File: src/rtl/ok_axi_pkg.sv
// Shared definitions for the FrontPanel AXI4-Lite register bank: response codes,
// channel FSM encodings and a small sizing helper.
package ok_axi_pkg;

    localparam logic [1:0] RESP_OKAY   = 2'b00;
    localparam logic [1:0] RESP_SLVERR = 2'b10;
    localparam logic [1:0] RESP_DECERR = 2'b11;

    localparam int WORD_BYTES = 4;

    typedef enum logic {
        W_IDLE = 1'b0,
        W_RESP = 1'b1
    } wr_state_e;

    typedef enum logic {
        R_IDLE = 1'b0,
        R_DATA = 1'b1
    } rd_state_e;

    // Index width for a table of n entries; never narrower than one bit.
    function automatic int sel_width(input int n);
        return (n > 1) ? $clog2(n) : 1;
    endfunction

endpackage

File: src/rtl/ok_axi4lite_addr_decode.sv
// Word-index decoder: RW control window first, RO status window next, the rest unmapped.
module ok_axi4lite_addr_decode
    import ok_axi_pkg::*;
#(
    parameter int IDX_W    = 10,
    parameter int NUM_REGS = 16,
    parameter int SEL_W    = 4
) (
    input  logic [IDX_W-1:0] i_idx,
    output logic             o_is_rw,
    output logic             o_is_ro,
    output logic             o_is_unmapped,
    output logic [SEL_W-1:0] o_sel_index
);

    // One extra bit so 2*NUM_REGS can equal the full index space without wrapping.
    localparam logic [IDX_W:0] NUM_RW  = (IDX_W+1)'(NUM_REGS);
    localparam logic [IDX_W:0] NUM_ALL = (IDX_W+1)'(2 * NUM_REGS);

    logic [IDX_W:0] w_idx_ext;
    assign w_idx_ext = {1'b0, i_idx};

    // NOTE: every output gets a default before the if-chain so no latch is inferred.
    always_comb begin
        o_is_rw       = 1'b0;
        o_is_ro       = 1'b0;
        o_is_unmapped = 1'b0;
        o_sel_index   = '0;
        if (w_idx_ext < NUM_RW) begin
            o_is_rw     = 1'b1;
            o_sel_index = SEL_W'(w_idx_ext);
        end else if (w_idx_ext < NUM_ALL) begin
            o_is_ro     = 1'b1;
            o_sel_index = SEL_W'(w_idx_ext - NUM_RW);
        end else begin
            o_is_unmapped = 1'b1;
        end
    end

endmodule

File: src/rtl/ok_axi4lite_register_bank.sv
// AXI4-Lite slave exposing NUM_REGS RW control registers (with per-write pulses)
// and NUM_REGS RO status words; write and read channels run independently.
module ok_axi4lite_register_bank
    import ok_axi_pkg::*;
#(
    parameter int ADDR_WIDTH = 12,
    parameter int DATA_WIDTH = 32,
    parameter int NUM_REGS   = 16
) (
    input  logic                         okClkIn,
    input  logic                         rst,
    input  logic [ADDR_WIDTH-1:0]        s_axi_awaddr,
    input  logic                         s_axi_awvalid,
    output logic                         s_axi_awready,
    input  logic [DATA_WIDTH-1:0]        s_axi_wdata,
    input  logic [WORD_BYTES-1:0]        s_axi_wstrb,
    input  logic                         s_axi_wvalid,
    output logic                         s_axi_wready,
    output logic [1:0]                   s_axi_bresp,
    output logic                         s_axi_bvalid,
    input  logic                         s_axi_bready,
    input  logic [ADDR_WIDTH-1:0]        s_axi_araddr,
    input  logic                         s_axi_arvalid,
    output logic                         s_axi_arready,
    output logic [DATA_WIDTH-1:0]        s_axi_rdata,
    output logic [1:0]                   s_axi_rresp,
    output logic                         s_axi_rvalid,
    input  logic                         s_axi_rready,
    output logic [DATA_WIDTH*NUM_REGS-1:0] ctrl_regs,
    output logic [NUM_REGS-1:0]          ctrl_wr_pulse,
    input  logic [DATA_WIDTH*NUM_REGS-1:0] status_in
);

    localparam int IDX_W = ADDR_WIDTH - $clog2(WORD_BYTES);
    localparam int SEL_W = sel_width(NUM_REGS);

    wr_state_e r_wr_state, w_wr_state_nxt;
    rd_state_e r_rd_state, w_rd_state_nxt;

    logic [DATA_WIDTH-1:0] r_ctrl [NUM_REGS];
    logic [DATA_WIDTH-1:0] w_status [NUM_REGS];

    logic                  r_aw_held, r_w_held;
    logic [ADDR_WIDTH-1:0] r_awaddr;
    logic [DATA_WIDTH-1:0] r_wdata;
    logic [WORD_BYTES-1:0] r_wstrb;
    logic [1:0]            r_bresp, r_rresp;
    logic [DATA_WIDTH-1:0] r_rdata;
    logic [NUM_REGS-1:0]   r_wr_pulse;

    logic                  w_aw_hs, w_w_hs, w_ar_hs, w_wr_commit;
    logic [ADDR_WIDTH-1:0] w_wr_addr;
    logic [DATA_WIDTH-1:0] w_wr_data, w_rd_data;
    logic [WORD_BYTES-1:0] w_wr_strb;
    logic [1:0]            w_rd_resp;
    logic                  w_wr_rw, w_wr_ro, w_wr_unmapped;
    logic                  w_rd_rw, w_rd_ro, w_rd_unmapped;
    logic [SEL_W-1:0]      w_wr_sel, w_rd_sel;
    logic                  w_unused_addr_lsbs;

    assign w_unused_addr_lsbs = ^{w_wr_addr[1:0], s_axi_araddr[1:0], w_rd_unmapped};

    always_comb begin
        for (int i = 0; i < NUM_REGS; i++) begin
            ctrl_regs[DATA_WIDTH*i +: DATA_WIDTH] = r_ctrl[i];
            w_status[i] = status_in[DATA_WIDTH*i +: DATA_WIDTH];
        end
    end

    // A beat handshaking this cycle counts as held, so the commit needs no extra cycle.
    assign w_aw_hs     = s_axi_awvalid & s_axi_awready;
    assign w_w_hs      = s_axi_wvalid & s_axi_wready;
    assign w_wr_addr   = r_aw_held ? r_awaddr : s_axi_awaddr;
    assign w_wr_data   = r_w_held ? r_wdata : s_axi_wdata;
    assign w_wr_strb   = r_w_held ? r_wstrb : s_axi_wstrb;
    assign w_wr_commit = (r_wr_state == W_IDLE) & (r_aw_held | w_aw_hs) & (r_w_held | w_w_hs);

    ok_axi4lite_addr_decode #(.IDX_W(IDX_W), .NUM_REGS(NUM_REGS), .SEL_W(SEL_W)) u_wr_decode (
        .i_idx         (w_wr_addr[ADDR_WIDTH-1:2]),
        .o_is_rw       (w_wr_rw),
        .o_is_ro       (w_wr_ro),
        .o_is_unmapped (w_wr_unmapped),
        .o_sel_index   (w_wr_sel)
    );

    ok_axi4lite_addr_decode #(.IDX_W(IDX_W), .NUM_REGS(NUM_REGS), .SEL_W(SEL_W)) u_rd_decode (
        .i_idx         (s_axi_araddr[ADDR_WIDTH-1:2]),
        .o_is_rw       (w_rd_rw),
        .o_is_ro       (w_rd_ro),
        .o_is_unmapped (w_rd_unmapped),
        .o_sel_index   (w_rd_sel)
    );

    always_ff @(posedge okClkIn) begin
        if (rst) r_wr_state <= W_IDLE;
        else     r_wr_state <= w_wr_state_nxt;
    end

    always_comb begin
        w_wr_state_nxt = r_wr_state;
        case (r_wr_state)
            W_IDLE: if (w_wr_commit)  w_wr_state_nxt = W_RESP;
            W_RESP: if (s_axi_bready) w_wr_state_nxt = W_IDLE;
        endcase
    end

    always_comb begin
        s_axi_awready = (r_wr_state == W_IDLE) & ~r_aw_held & ~rst;
        s_axi_wready  = (r_wr_state == W_IDLE) & ~r_w_held & ~rst;
        s_axi_bvalid  = (r_wr_state == W_RESP);
    end

    assign s_axi_bresp   = r_bresp;
    assign ctrl_wr_pulse = r_wr_pulse;

    always_ff @(posedge okClkIn) begin
        if (rst) begin
            r_aw_held  <= 1'b0;
            r_w_held   <= 1'b0;
            r_awaddr   <= '0;
            r_wdata    <= '0;
            r_wstrb    <= '0;
            r_bresp    <= RESP_OKAY;
            r_wr_pulse <= '0;
            // NOTE: the control registers are architectural state visible to fabric, so the
            // whole array is cleared on reset rather than left as an unreset memory.
            for (int i = 0; i < NUM_REGS; i++) r_ctrl[i] <= '0;
        end else begin
            // NOTE: non-blocking default then a later override; the last <= in the block wins.
            r_wr_pulse <= '0;
            if (w_wr_commit) begin
                r_aw_held <= 1'b0;
                r_w_held  <= 1'b0;
                if (w_wr_rw) begin
                    for (int b = 0; b < WORD_BYTES; b++) begin
                        if (w_wr_strb[b]) r_ctrl[w_wr_sel][8*b +: 8] <= w_wr_data[8*b +: 8];
                    end
                    r_wr_pulse[w_wr_sel] <= 1'b1;
                    r_bresp <= RESP_OKAY;
                end else if (w_wr_ro) begin
                    r_bresp <= RESP_SLVERR;
                end else if (w_wr_unmapped) begin
                    r_bresp <= RESP_DECERR;
                end
            end else begin
                if (w_aw_hs) begin
                    r_aw_held <= 1'b1;
                    r_awaddr  <= s_axi_awaddr;
                end
                if (w_w_hs) begin
                    r_w_held <= 1'b1;
                    r_wdata  <= s_axi_wdata;
                    r_wstrb  <= s_axi_wstrb;
                end
            end
        end
    end

    assign w_ar_hs = s_axi_arvalid & s_axi_arready;

    always_comb begin
        w_rd_data = '0;
        w_rd_resp = RESP_DECERR;
        if (w_rd_rw) begin
            w_rd_data = r_ctrl[w_rd_sel];
            w_rd_resp = RESP_OKAY;
        end else if (w_rd_ro) begin
            w_rd_data = w_status[w_rd_sel];
            w_rd_resp = RESP_OKAY;
        end
    end

    always_ff @(posedge okClkIn) begin
        if (rst) r_rd_state <= R_IDLE;
        else     r_rd_state <= w_rd_state_nxt;
    end

    always_comb begin
        w_rd_state_nxt = r_rd_state;
        case (r_rd_state)
            R_IDLE: if (w_ar_hs)      w_rd_state_nxt = R_DATA;
            R_DATA: if (s_axi_rready) w_rd_state_nxt = R_IDLE;
        endcase
    end

    always_comb begin
        s_axi_arready = (r_rd_state == R_IDLE) & ~rst;
        s_axi_rvalid  = (r_rd_state == R_DATA);
    end

    assign s_axi_rdata = r_rdata;
    assign s_axi_rresp = r_rresp;

    always_ff @(posedge okClkIn) begin
        if (rst) begin
            r_rdata <= '0;
            r_rresp <= RESP_OKAY;
        end else if (w_ar_hs) begin
            r_rdata <= w_rd_data;
            r_rresp <= w_rd_resp;
        end
    end

endmodule

File: config.mk
export PLATFORM = sky130hd
export DESIGN_NAME = ok_axi4lite_register_bank
export DESIGN_NICKNAME = d
export VERILOG_FILES = /design/src/rtl/ok_axi_pkg.sv /design/src/rtl/ok_axi4lite_addr_decode.sv /design/src/rtl/ok_axi4lite_register_bank.sv
export SDC_FILE = /design/constraint.sdc
export NUM_CORES = 1
export LEC_CHECK = 0
export ABC_CLOCK_PERIOD_IN_PS = 4200
export BUFFER_PORTS_ARGS = -buffer_cell sky130_fd_sc_hd__clkbuf_2
export CORE_AREA = 4 4 443 445
export CTS_CLUSTER_SIZE = 14
export DETAILED_ROUTE_END_ITERATION = 10
export DIE_AREA = 0 0 447 449
export PLACE_DENSITY_LB_ADDON = 0.05
export SLEW_MARGIN = 10
export SYNTH_ARGS = -nofsm -noshare
export SYNTH_HDL_FRONTEND = slang
export SYNTH_HIERARCHICAL = 1
export SYNTH_SLANG_ARGS = --single-unit
File: constraint.sdc
create_clock -name okClkIn -period 4.2 [get_ports okClkIn]
set_clock_uncertainty 0.05 [all_clocks]
set_input_delay 0.84 -clock okClkIn [delete_from_list [all_inputs] [get_ports okClkIn]]
set_output_delay 0.84 -clock okClkIn [all_outputs]
set_load 0.02 [all_outputs]
==> results.tsv, run 1 <==
metric	value	unit
outcome	complete, no violations	
vias in the first global route	27800	
TritonCTS clock tree	built	
Final Util	23.3	%
CP delay by family, top	simple AND/OR/NAND/NOR gates	
die height	449	µm
post-cts resize count	0	
worst hold slack	0.337	ns
hold path startpoint	s_axi_wdata[29]	
gp weighted congestion	0.825	
pin count of the biggest net entering global routing	48	
Clock Pin Slew Worst Setup and Hold Paths	0.06	ns
die area	201000	µm²
Arr. time, crit path	3.94	ns
wire length per cell	33.7	µm
1st-iter DRT viols	1900	
period utilisation layout	87.1	%
layout cell share with drive strength beyond 1	45.5	%
cells along the critical path	mux2_2 -> or4_1 -> buf_4 -> nor3b_1 -> nand3b_1 -> nor2_4 -> buf_12 -> nand4_1 -> nand2b_1	
Vias per Instance	4.20	
die width	447	µm
buffers added on ports	1143	
Setup CP Type	reg -> reg	
Worst-Skew Late Latency	0.68	ns
Slew Limit Fails	0	
final non-filler cell total	6392	
Req. time, crit path	4.48	ns
Yosys Warn Count	6	
final hold vios	0	
drt first pass iters	5	
critical path capture point type	flip-flop	
syn_nets	3058	
boundary pin count	1148	
CP peak stage delay	0.61	ns
worst slew pin tran	1.20	ns
Pwr Total	0.0166	W
Area Growth Syn to Fin	43.7	%
final wirelength	215000	µm
Overall Global Routing Usage	20.6	%
Finish-stage setup viols	0	
grt ovf	0	
crit path from	r_aw_held$_SDFFE_PP0P_	
clk buf depth	3	
Hold Path Class	in -> reg	
Initial Util	16.2	%
slew margin rel.	19.7	%
Mapped Area	31100	µm²
clk root buf	clkbuf_16	
CORE AREA	192000	µm²
Peak supply drop	0.269	mV
hold-fix buffer count after cts	0	
RSZ-0062 raised after global routing	false	
first-pass GRT wire length	279000	µm
initial antenna violation count	53	
post-CTS setup buffers	0	
Final min period	3.66	ns
Max Clock Freq	273	MHz
Max-Cap Viols	0	
DRC errors left	0	
Pleak	17.2	nW
worst path buffer plus inverter count	2	
Mapped Cells	2479	
Final #Nets	4357	
Row Count	161	
H-tree Lvls	3	
Worst Setup Start Kind	flip-flop	
r2r startpoint	r_aw_held$_SDFFE_PP0P_	
Inst Count DP	6216	
vias after detailed routing	26800	
CP max-delay cell	or4_1	
Clock Sinks	613	
TritonCTS Buffers	86	
PwrDens	371	nW/µm²
CP max FO	14	
post-route ant nets	0	
Post-Syn Area per Cell	12.6	µm²
post-DP HPWL	176000	µm
worst register-to-register path, delay by kind of cell, from the launching register on:
family,cells,cell delay [ns]
flops,1,0.44
buf+inv,2,0.43
mux,1,0.36
simple gates,6,2.05
power breakdown:
part           leakage [nW]  internal, W  total, W  switching (W)
registers              6.11      0.00677   0.00695       0.000189
logic                  9.75     0.000700   0.00202        0.00132
clock network          1.38      0.00446   0.00761        0.00315
total                  17.2       0.0119    0.0166        0.00465
cell usage in the layout (no fill, tap or decap), drive strengths merged, types with 52 or more instances in the layout:
cell,count
a22oi,128
nand2,111
dfxtp,101
nand2b,69
buf,271
clkbuf,1252
a21oi,64
mux4,128
nor2,558
mux2i,323
edfxtp,512
nand3,52
metal layers:
metal / up-vias / routed length [µm] / track usage, %
met3: 191 / 10400 / 3.37
met2: 916 / 112000 / 37.7
li1: 12000 / - / -
met4: 12 / 4430 / 5.02
met5: - / 82 / 0
met1: 13700 / 88100 / 25.1
sequential cells by signal, summed over array words and instances, names as in the netlist, 2 cells and up:
signal,count
r_ctrl,512
r_wdata,32
s_axi_rdata,32
ctrl_wr_pulse,16
r_awaddr,10
r_wstrb,4
s_axi_bresp,2
through the flow:
step                      worst slack (ns)  instance area, µm²  TNS (ns)
after floorplan                      0.508               31100         0
after global placement              -0.295               41900    -0.358
after detailed placement            -0.280               41900    -0.392
after CTS                            0.490               44700         0
after global routing                 0.307               44700         0
final                                0.543               44700         0
layout make-up:
cell class | count | area (µm²)
clock buffers | 110 | 2310
fillers | 20800 | 147000
multi-input cells | 1660 | 12900
repair buffers | 1413 | 8330
well taps | 2526 | 3160
diodes | 15 | 37.5
inverters | 4 | 15.0
clock inverters | 51 | 538
flip-flops and latches | 613 | 17400
path summary, 6_finish.rpt:
check,slack (ns),cells after the start,end
worst min register to register,0.40,2,r_wdata[24]$_SDFFE_PP0P_
worst min-delay path,0.34,3,r_wdata[29]$_SDFFE_PP0P_
worst max-delay path,0.54,9,r_ctrl[2][11]$_SDFFCE_PN0P_
worst max register to register,0.54,9,r_ctrl[2][11]$_SDFFCE_PN0P_
No activity file was read; power rests on OpenSTA's default activity.
==> run 2: changes to the inputs <==
- ABC_CLOCK_PERIOD_IN_PS: 4200 -> 3300
- CORE_AREA: 4 4 443 445 -> 4 4 440 442
- CTS_CLUSTER_DIAMETER: unset -> 50
- DIE_AREA: 0 0 447 449 -> 0 0 444 446
- clock period: 4.2 -> 3.3 ns (I/O delays scaled with it)
==> run 2 against run 1 <==
  * Critical path depth increased by 2
  * Die area down 1.3%
  * Non-clock buffer count rose by 139
  * Cell area is 6.6% higher
  * Critical path type unchanged
  * Largest cell class unchanged
  * Largest power group unchanged
  * Highest routed layer unchanged
==> results.tsv, run 2 (synthesized netlist as in run 1, its figures left out) <==
metric	value	unit
Area after DPL	43500	µm²
met1 Use GR	24.7	%
Max-Cap Viols	0	
die height	446	µm
Finished Cell Area	47700	µm²
outcome	complete, no violations	
Overall Global Routing Usage	20.5	%
CORE AREA	190000	µm²
Peak supply drop	0.398	mV
Area Growth Syn to Fin	53.2	%
final non-filler cell total	6565	
initial antenna violation count	44	
Final #Nets	4521	
Most flops, register	r_ctrl	
CP max-delay cell	or4_4	
Clock Sinks	613	
1st-iter DRT viols	1929	
TritonCTS clock tree	built	
met2 Usage GRT	37.0	%
Placement Setup Slack	-0.580	ns
Max Clock Freq	313	MHz
most common cell after layout, fill and taps aside	clkbuf_2	
GRT met3 Usage	3.46	%
drt first pass iters	7	
critical path capture point type	flip-flop	
die width	444	µm
Hold Path Class	in -> reg	
PwrDens	492	nW/µm²
CP peak stage delay	0.56	ns
final hold vios	0	
vias after detailed routing	27500	
Arr. time, crit path	3.57	ns
CP max FO	8	
vias in the first global route	28500	
post-route ant nets	0	
Row Count	160	
hold path startpoint	s_axi_wdata[27]	
Setup CP Type	reg -> reg	
layout cell share with drive strength beyond 1	49.8	%
post-DP HPWL	175000	µm
wire length per cell	32.2	µm
crit path from	r_aw_held$_SDFFE_PP0P_	
gp weighted congestion	0.837	
Finish-stage setup viols	0	
Worst Setup Start Kind	flip-flop	
Req. time, crit path	3.68	ns
boundary pin count	1148	
clk root buf	clkbuf_16	
Slew Limit Fails	0	
Vias per Instance	4.19	
most frequent cells in the layout	clkbuf_2, nor2_1, edfxtp_1	
Inst Count DP	6329	
buffers added on ports	1143	
Worst-Skew Late Latency	0.72	ns
period utilisation layout	96.8	%
max reg flops	512	
final worst setup slack	0.107	ns
Clock Pin Slew Worst Setup and Hold Paths	0.06	ns
r2r startpoint	r_aw_held$_SDFFE_PP0P_	
cells along the critical path	mux2_4 -> or4_4 -> buf_12 -> nor3b_2 -> buf_4 -> nand3b_1 -> nor2_4 -> buf_12 -> nand4_1 -> nand2b_1 -> buf_12	
first-pass GRT wire length	275000	µm
fillers	20300	
DRC errors left	0	
final wirelength	211000	µm
Pwr Total	0.0235	W
Final min period	3.19	ns
slew margin rel.	30.0	%
Initial Util	16.4	%
worst path buffer plus inverter count	4	
GR peak layer	met2	
TritonCTS Buffers	111	
die area	198000	µm²
grt ovf	0	
hold-fix buffer count after cts	0	
clk buf depth	3	
RSZ-0062 raised after global routing	true	
CP delay by family, top	simple AND/OR/NAND/NOR gates	
H-tree Lvls	3	
pin count of the biggest net entering global routing	44	
most frequent CP cell	buf_12	
Pleak	18.8	nW
worst slew pin tran	1.05	ns
[run 2: changes by cell type in the layout (fill, tap and decap cells not counted), sizes merged]
cell	before	now
clkinvlp	6	13
inv	10	36
bufbuf	0	1
clkbuf	1252	1262
clkinv	30	36
buf	271	409
[run 2: worst paths after layout]
check	cells after the start	end	slack [ns]
setup / recovery	11	r_ctrl[2][12]$_SDFFCE_PN0P_	0.11
hold / removal	3	r_wdata[27]$_SDFFE_PP0P_	0.12
setup reg to reg	11	r_ctrl[2][12]$_SDFFCE_PN0P_	0.11
hold reg to reg	2	r_wstrb[1]$_SDFFE_PP0P_	0.40
[run 2: worst reg2reg max path, cell delays in order, from the launching register on]
cell	delay, ns
dfxtp_4	0.38
mux2_4	0.30
or4_4	0.56
buf_12	0.16
nor3b_2	0.15
buf_4	0.13
nand3b_1	0.20
nor2_4	0.20
buf_12	0.16
nand4_1	0.24
nand2b_1	0.23
buf_12	0.15
[run 2: per-layer routing]
metal / vias to the layer above / wire, µm
met4: 6 / 7460
met3: 241 / 9410
li1: 12300 / -
met5: - / 38
met1: 14000 / 86400
met2: 924 / 108000
[run 2: final cells by class]
cell class | count | area, µm² | area share, %
Sequential cell | 613 | 17400 | 36.5
Inverter | 4 | 15.0 | 0.0315
Multi-Input combinational cell | 1660 | 13200 | 27.6
Timing Repair Buffer | 1552 | 10100 | 21.1
Clock inverter | 90 | 947 | 1.99
Tap cell | 2511 | 3140 | 6.59
Antenna cell | 15 | 37.5 | 0.0787
Clock buffer | 120 | 2910 | 6.10
[run 2: stage by stage]
stage,hold WS (ns),TNS [ns],util [%]
after floorplan,0.383,-1.26,-
after global placement,0.389,-225.38,22.9
after CTS,0.0185,0,25.0
final,0.124,0,25.2
after detailed placement,0.396,-245.67,22.9
after global routing,0.0718,-0.00905,25.1
[run 2: where the power goes]
part | switching [W] | internal, W | leakage, nW
sequential | 0.000233 | 0.00861 | 6.11
clock | 0.00470 | 0.00724 | 1.86
combinational | 0.00170 | 0.00100 | 10.8
total | 0.00663 | 0.0169 | 18.8
[run 2: timing repair]
| action | CTS | global route |
|---|---|---|
| setup buffers | 4 | 6 |
| cloned | 1 | 0 |
| resized for setup | 12 | 30 |
| pin swaps | 3 | 5 |
| endpoints found under the setup margin | 578 | 377 |
